### src/rtl/rxuart_if.sv
// Receive-side bundle for rxuart: serial line in, recovered byte and status strobes out.
interface rxuart_if;
  logic       uart_rx;
  logic [7:0] data;
  logic       valid;
  logic       frame_err;
  logic       busy;

  modport slave  (input uart_rx, output data, valid, frame_err, busy);
  modport master (output uart_rx, input data, valid, frame_err, busy);
endinterface

### src/rtl/rxuart.sv
// 8N1 UART receiver: synchronised input, mid-bit sampling, one-cycle valid / frame_err strobes.
// Optional macro RXUART_MAJORITY_EN replaces each single sample with a 2-of-3 vote.
module rxuart #(
  parameter int CLKS_PER_BIT = 217,
  parameter int HALF_BIT     = CLKS_PER_BIT / 2
) (
  input logic      clk,
  input logic      rst,
  rxuart_if.slave  bus
);

  localparam logic [2:0] IDLE  = 3'd0;
  localparam logic [2:0] START = 3'd1;
  localparam logic [2:0] DATA  = 3'd2;
  localparam logic [2:0] STOP  = 3'd3;
  localparam logic [2:0] BREAK = 3'd4;

  logic [1:0]  sync_q;
  logic        rx_s;
  logic        smp;
  logic [2:0]  state_q, state_d;
  logic [15:0] cnt_q, cnt_d;
  logic [2:0]  idx_q, idx_d;
  logic [7:0]  shift_q, shift_d;
  logic [7:0]  data_q, data_d;
  logic        valid_q, valid_d;
  logic        ferr_q, ferr_d;

  assign rx_s = sync_q[1];

`ifdef RXUART_MAJORITY_EN
  // Decisions land one cycle after the nominal sample point; reloading the
  // counter with 1 keeps later sample points on the same bit grid.
  localparam logic [15:0] START_HIT  = 16'(HALF_BIT);
  localparam logic [15:0] BIT_HIT    = 16'(CLKS_PER_BIT);
  localparam logic [15:0] CNT_RELOAD = 16'd1;

  logic [1:0] vote_q;

  always_ff @(posedge clk) begin
    if (!rst) vote_q <= 2'b11;
    else      vote_q <= {vote_q[0], rx_s};
  end

  assign smp = (vote_q[1] & vote_q[0]) | (vote_q[1] & rx_s) | (vote_q[0] & rx_s);
`else
  localparam logic [15:0] START_HIT  = 16'(HALF_BIT - 1);
  localparam logic [15:0] BIT_HIT    = 16'(CLKS_PER_BIT - 1);
  localparam logic [15:0] CNT_RELOAD = 16'd0;

  assign smp = rx_s;
`endif

  always_comb begin
    state_d = state_q;
    cnt_d   = cnt_q;
    idx_d   = idx_q;
    shift_d = shift_q;
    data_d  = data_q;
    valid_d = 1'b0;
    ferr_d  = 1'b0;
    case (state_q)
      IDLE: begin
        if (!rx_s) begin
          state_d = START;
          cnt_d   = 16'd0;
        end
      end
      START: begin
        if (cnt_q == START_HIT) begin
          if (!smp) begin
            state_d = DATA;
            cnt_d   = CNT_RELOAD;
            idx_d   = 3'd0;
          end else begin
            state_d = IDLE;
            cnt_d   = 16'd0;
          end
        end else begin
          cnt_d = cnt_q + 16'd1;
        end
      end
      DATA: begin
        if (cnt_q == BIT_HIT) begin
          shift_d[idx_q] = smp;
          cnt_d          = CNT_RELOAD;
          if (idx_q == 3'd7) begin
            state_d = STOP;
            idx_d   = 3'd0;
          end else begin
            idx_d = idx_q + 3'd1;
          end
        end else begin
          cnt_d = cnt_q + 16'd1;
        end
      end
      STOP: begin
        if (cnt_q == BIT_HIT) begin
          cnt_d = 16'd0;
          if (smp) begin
            data_d  = shift_q;
            valid_d = 1'b1;
            state_d = IDLE;
          end else begin
            ferr_d  = 1'b1;
            state_d = BREAK;
          end
        end else begin
          cnt_d = cnt_q + 16'd1;
        end
      end
      BREAK: begin
        // A held-low line must not be decoded as a run of 0x00 bytes.
        if (rx_s) state_d = IDLE;
      end
      default: begin
        state_d = IDLE;
        cnt_d   = 16'd0;
        idx_d   = 3'd0;
      end
    endcase
  end

  always_ff @(posedge clk) begin
    if (!rst) begin
      sync_q  <= 2'b11;
      state_q <= IDLE;
      cnt_q   <= 16'd0;
      idx_q   <= 3'd0;
      shift_q <= 8'h00;
      data_q  <= 8'h00;
      valid_q <= 1'b0;
      ferr_q  <= 1'b0;
    end else begin
      sync_q  <= {sync_q[0], bus.uart_rx};
      state_q <= state_d;
      cnt_q   <= cnt_d;
      idx_q   <= idx_d;
      shift_q <= shift_d;
      data_q  <= data_d;
      valid_q <= valid_d;
      ferr_q  <= ferr_d;
    end
  end

  assign bus.data      = data_q;
  assign bus.valid     = valid_q;
  assign bus.frame_err = ferr_q;
  assign bus.busy      = (state_q != IDLE);

endmodule

### src/flat_wrapper.sv
// flat-port wrapper written by rule: the top's interface ports become plain ports
module rxuart_flat 
#(
  parameter int CLKS_PER_BIT = 217,
  parameter int HALF_BIT     = CLKS_PER_BIT / 2
)
  (clk, rst, bus_uart_rx, bus_data, bus_valid, bus_frame_err, bus_busy);
  rxuart_if bus_i ();
  input logic clk;
  input logic rst;
  input wire logic [$bits(bus_i.uart_rx)-1:0] bus_uart_rx;
  output wire logic [$bits(bus_i.data)-1:0] bus_data;
  output wire logic [$bits(bus_i.valid)-1:0] bus_valid;
  output wire logic [$bits(bus_i.frame_err)-1:0] bus_frame_err;
  output wire logic [$bits(bus_i.busy)-1:0] bus_busy;
  assign bus_i.uart_rx = bus_uart_rx;
  assign bus_data = bus_i.data;
  assign bus_valid = bus_i.valid;
  assign bus_frame_err = bus_i.frame_err;
  assign bus_busy = bus_i.busy;
  rxuart #(.CLKS_PER_BIT(CLKS_PER_BIT), .HALF_BIT(HALF_BIT)) u_core (.clk(clk), .rst(rst), .bus(bus_i));
endmodule
### config.mk
export PLATFORM = sky130hd
export DESIGN_NAME = rxuart_flat
export DESIGN_NICKNAME = d
export VERILOG_FILES = /design/src/rtl/rxuart_if.sv /design/src/rtl/rxuart.sv /design/src/flat_wrapper.sv
export SDC_FILE = /design/constraint.sdc
export NUM_CORES = 1
export LEC_CHECK = 0
export CELL_PAD_IN_SITES_DETAIL_PLACEMENT = 0
export CELL_PAD_IN_SITES_GLOBAL_PLACEMENT = 1
export CORE_MARGIN = 2
export CORE_UTILIZATION = 45
export DETAILED_ROUTE_END_ITERATION = 12
export GPL_TIMING_DRIVEN = 0
export PLACE_DENSITY_LB_ADDON = 0.1
export SLEW_MARGIN = 10
export SYNTH_ARGS = -nofsm -noshare
export SYNTH_HDL_FRONTEND = slang
export SYNTH_SLANG_ARGS = --single-unit
### constraint.sdc
create_clock -name clk -period 3.7 [get_ports clk]
set_input_delay 0.74 -clock clk [delete_from_list [all_inputs] [get_ports clk]]
set_output_delay 0.74 -clock clk [all_outputs]
set_load 0.05 [all_outputs]
# Yosys cells after proc, flatten, opt, wreduce, memory -nomap -nowiden
# Cells that the tools add are included.
# W data, S select, Z words.
op_classes:
  reduce_logical: 11
  add_sub_neg: 2
  n_bitwise: 2
  eq_ne: 14
  n_mux: 23
  order_cmp: 2
ops:
  columns: ["op", "count"]
  rows:
  - ["$pmux W16 S4", 1]
  - ["$mux W16", 3]
  - ["$mux W3", 11]
  - ["$add A16 B1 Y16 const B", 1]
  - ["$eq A16 B7 Y1 const B", 1]
  - ["$eq A16 B8 Y1 const B", 1]
  - ["$pmux W3 S5", 1]
  - ["$ne A2 B1 Y1 const B", 5]
  - ["$pmux W3 S3", 1]
  - ["$bwmux W8", 1]
  - ["$eq A3 B2 Y1 const B", 2]
  - ["$eq A3 B3 Y1 const B", 2]
  - ["$reduce_and A3 Y1", 2]
  - ["$reduce_and A6 Y1", 1]
  - ["$lt A3 B4 Y1 const B", 1]
  - ["$ne A2 B2 Y1 const B", 2]
  - ["$reduce_and A2 Y1", 2]
  - ["$reduce_and A4 Y1", 1]
  - ["$add A3 B1 Y3 const B", 1]
  - ["$demux W1 S3", 1]
  - ["$eq A3 B1 Y1 const B", 1]
  - ["$ge A3 B1 Y1 const B", 1]
  - ["$logic_not A3 Y1", 1]
  - ["$mux W1", 3]
  - ["other kinds (6)", 7]
totals:
  elab_cells: 62
  output_inout_bits: 11
  reg_bits: 42

# Logic depth before layout (Yosys ltp)
logic_depth:
  depth_word: 5
  depth_mapped: 9
  ltp_nobuf: 7

# Least setup slack after synthesis
# OpenSTA, ideal clock, no wires.
synth_path:
  path_type: "flip-flop to flip-flop"
  startpoint: "register u_core.cnt_q[0]"
  endpoint: "register u_core.cnt_q[14]"
  path_buffers: 1
  stages_incl_launch_ff: 9
  arrival_ns: 1.794
  slack_ns: 1.810
  path_cell_list: "dfxtp_1 inv_1 ha_1 and4b_1 and4_1 buf_6 o22ai_2 nand2_1 o311ai_1"
synth_via:
  elab_chain_len: 3
  elab_cells_between_ends: 6
synth_rtl:
  columns: ["item", "line", "rtl"]
  rows:
  - ["from (decl)", "rxuart.sv:22", "logic [15:0] cnt_q, cnt_d;"]
  - ["from (signal assigned)", "rxuart.sv:137", "cnt_q <= cnt_d;"]
  - ["$add A16 B1 Y16, or another cell as far along", "rxuart.sv:80, rxuart.sv:94, rxuart.sv:109", null]
  - ["$mux W16, on equally long branches", "rxuart.sv:84, rxuart.sv:98, rxuart.sv:70", null]
  - ["$pmux W16 S4 *", "rxuart.sv:62", "case (state_q)"]
# Mark *: on every way between the ends. The rest lies on a longest branch, timed or not.
# A chain may end at the register's enable or synchronous reset.

# Final worst setup path
layout_path:
  startpoint: "register u_core.state_q[0]"
  endpoint: "output port bus_busy"
layout_via:
  elab_chain_len: 1
layout_rtl:
  columns: ["item", "line", "rtl"]
  rows:
  - ["from (decl)", "rxuart.sv:21", "logic [2:0] state_q, state_d;"]
  - ["from (signal assigned)", "rxuart.sv:136", "state_q <= state_d;"]
  - ["$reduce_bool A3 Y1", "rxuart.sv:149", "assign bus.busy = (state_q != IDLE);"]
  - ["to (decl)", "flat_wrapper.sv:15", "output wire logic [$bits(bus_i.busy)-1:0] bus_busy;"]
# No other way between the ends.

==> flow_metrics.env <==
export IMPL_outcome="finished, final reports clean"
export IMPL_crit_path_start_kind="flip-flop"
export IMPL_min_period_ns=2.836
export IMPL_antenna_found_initial=0
export IMPL_p_seq_share_pct=52.6
export IMPL_crit_type="flip-flop to output pin"
export IMPL_die_h_um=72.91
export IMPL_clock_sinks=42
export IMPL_syn_avg_cell_area_um2=8.794
export IMPL_hold_ws_ns=0.4127
export IMPL_reg2reg_depth=8
export IMPL_seq_area_um2=840.8
export IMPL_multi_input_area_um2=1209
export IMPL_muxShareOfSynthArea_pct=3.279
export IMPL_grt_overflow=0
export IMPL_initial_core_util_pct=45.85
export IMPL_ys_seq_area_share_pct=39.34
export IMPL_powerDensity_nw_per_um2=353.7
export IMPL_crit_chain="buf_1, nor3_1, inv_1, clkdlybuf4s50_1"
export IMPL_syn_to_final_growth_pct=14.58
export IMPL_dp_hpwl_um=3267
export IMPL_synth_area_um2=2137
export IMPL_p_leak_nw=0.8644
export IMPL_comb_power_share_pct=4.7
export IMPL_drtPass1Iterations=4
export IMPL_drc=0
export IMPL_gp_congestion=0.7822
export IMPL_cts_max_path_buffers=2
export IMPL_clock_fmax_mhz=352.7
export IMPL_syn_nets=250
export IMPL_globalRouteTotalUtil_pct=19.49
export IMPL_min_path_type="flip-flop to flip-flop"
export IMPL_final_setup_tns_ns=0
export IMPL_drive_gt1_share_pct=8.333
export IMPL_power_mw=0.8660
export IMPL_reg2reg_slack_ns=1.47
export IMPL_vdd_ir_drop_max_uv=188.7
export IMPL_max_slew_margin_pct=36.36
export IMPL_critPathRequiredTime_ns=2.96
export IMPL_pwr_share_clk_pct=42.7
export IMPL_p_int_mw=0.6683
export IMPL_ys_flop_type="dfxtp_1"
export IMPL_crit_family="buffers and inverters"
export IMPL_cts_tree="done"
export IMPL_vias_per_cell=5.796
export IMPL_final_hold_violation_count=0
export IMPL_skew_ns=0.01104
export IMPL_min_from="u_core.sync_q[0]$_SDFF_PN1_"
export IMPL_clkSlewWorstSetupHoldPaths_ns=0.08
export IMPL_synthSimpleGateAreaFrac_pct=29.10
export IMPL_diodes=0
export IMPL_fill_cells=474
export IMPL_nets=270
export IMPL_clockRootBuffer="clkbuf_8"
export IMPL_routed_wl_um=4606
export IMPL_ys_ff_latch=42
export IMPL_synth_xor_area_share_pct=0.8197
export IMPL_sw_frac_of_total_pct=22.84
export IMPL_cp_end_kind="output pin"
export IMPL_maxSlewViolCount=0
export IMPL_whs_path_depth=1
export IMPL_period_share_pct=76.64
export IMPL_pin_count=14
export IMPL_core_um2=4661
export IMPL_hold_buffers=0
export IMPL_dieArea_um2=5316
export IMPL_crit_path_max_fanout=10
export IMPL_min_to="u_core.sync_q[1]$_SDFF_PN1_"
export IMPL_drv_cap=0
export IMPL_ant_nets=0
export IMPL_row_count=25
export IMPL_insertion_delay_ns=0.30
export IMPL_final_cell_mix="dfxtp_1 (42), nand2_1 (33), nand3_1 (21)"
export IMPL_r2r_start="u_core.cnt_q[0]$_SDFFE_PN0P_"
export IMPL_rsz0062_at_grt="no"
export IMPL_routedWlPerCell_um=14.48
export IMPL_crit_slowest_cell="clkdlybuf4s50_1"
export IMPL_synth_edf_count=0
export IMPL_cts_repair_resized=0
export IMPL_worst_pin_slew_ns=0.9473
export IMPL_drt_iter0_drc=111
export IMPL_syn_inst=243
export IMPL_ys_warn_count=0
export IMPL_grt_max_degree=15
export IMPL_cts_buffers=5
export IMPL_setup_viol=0
export IMPL_first_global_vias=1681
export IMPL_synth_compound_area_share_pct=21.02
export IMPL_post_cts_repair_setup_buffers=0
export IMPL_synth_top_family_by_area="simple AND/OR/NAND/NOR gates"
export IMPL_final_common_cell="dfxtp_1"
export IMPL_io_buffers=13
export IMPL_grt_pass1_wl_um=8190
export IMPL_cp_arrival_ns=2.10
export IMPL_dieWidth_um=72.91
export IMPL_switching_power_mw=0.1978
export IMPL_cts_htree_levels=2
export IMPL_path_depth=4
export IMPL_crit_path_max_incr_delay_ns=0.79
export IMPL_timing_rr_end="u_core.cnt_q[14]$_SDFFE_PN0P_"
export IMPL_synth_cell_types=50
export IMPL_synthAdderAreaFrac_pct=2.342
export IMPL_vias=1843
export IMPL_async_flop_share_pct=0
export IMPL_cp_buffers_inverters=3
-- registers in the layout, summed over array words and instances, names as in the netlist --
name / count
u_core.cnt_q: 16
u_core.bus.data: 8
u_core.shift_q: 8
u_core.idx_q: 3
u_core.state_q: 3
u_core.sync_q: 2
u_core.bus.frame_err: 1
u_core.bus.valid: 1
-- synth_stat cells, drive strengths merged (5+ instances only) --
| master | n | area share [%] |
|---|---|---|
| a21boi | 10 | 3.5 |
| a31oi | 7 | 2.0 |
| and3 | 5 | 1.5 |
| buf | 6 | 1.6 |
| clkbuf | 9 | 1.6 |
| dfxtp | 42 | 39 |
| inv | 5 | 0.88 |
| mux2i | 7 | 3.3 |
| nand2 | 34 | 6.3 |
| nand2b | 8 | 2.3 |
| nand3 | 21 | 4.9 |
| nor2 | 11 | 2.3 |
| o211ai | 5 | 1.8 |
| o21ai | 5 | 1.2 |
| o311ai | 5 | 2.0 |
-- worst max path at each step --
stage / slack [ns] / to / from
after floorplan: 1.81 / u_core.cnt_q[14]$_SDFFE_PN0P_ / u_core.cnt_q[0]$_SDFFE_PN0P_
after global placement: 1.18 / bus_busy / u_core.state_q[0]$_SDFFE_PN0P_
after detailed placement: 1.18 / bus_busy / u_core.state_q[0]$_SDFFE_PN0P_
after CTS: 0.85 / bus_busy / u_core.state_q[0]$_SDFFE_PN0P_
after global routing: 0.72 / bus_busy / u_core.state_q[0]$_SDFFE_PN0P_
final: 0.86 / bus_busy / u_core.state_q[0]$_SDFFE_PN0P_
-- metrics by stage --
| step | worst slack, ns | instances | utilization (%) | area [um^2] |
|---|---|---|---|---|
| after floorplan | 1.811 | 243 | - | 2137 |
| after global placement | 1.183 | 310 | 50.09 | 2335 |
| after detailed placement | 1.177 | 310 | 50.09 | 2335 |
| after CTS | 0.8501 | 318 | 52.54 | 2449 |
| after global routing | 0.7176 | 318 | 52.54 | 2449 |
| final | 0.8645 | 318 | 52.54 | 2449 |
-- power by group through the flow --
| stage | combinational, mW | sequential, mW | clock (mW) |
|---|---|---|---|
| floorplan | 0.0279 | 0.466 | 0 |
| global placement | 0.0402 | 0.466 | 0 |
| detailed placement | 0.0401 | 0.466 | 0 |
| CTS | 0.0403 | 0.456 | 0.382 |
| global route | 0.0452 | 0.456 | 0.397 |
| finish | 0.0403 | 0.456 | 0.370 |
-- per-layer routing --
metal,track usage [%],up-vias,part of all wire (%)
met5,0,-,0
met4,5.556,0,0.91
met3,3.729,5,2.7
met2,27.47,32,42
met1,29.96,861,54
li1,-,945,-
-- final cells by class --
| type | count | area share, % |
|---|---|---|
| inverter | 5 | 0.7665 |
| clock buffer | 5 | 2.810 |
| multi-input combinational | 181 | 49.36 |
| timing repair buffer | 13 | 5.314 |
| tap | 54 | 2.759 |
| clock inverter | 3 | 1.840 |
| buffer | 15 | 2.810 |
| sequential | 42 | 34.34 |
-- cell families (layout without fill, tap and decap cells) --
group	Yosys count	after routing
xor gates and xnor gates	2	2
DFF	42	42
muxes	7	7
AOI/OAI and AO/OA	59	59
and+or+nand+nor	109	109
adders and majority gates	4	4
buffers and inverters	20	41
Note: power is estimated with default switching activity, not from simulation.
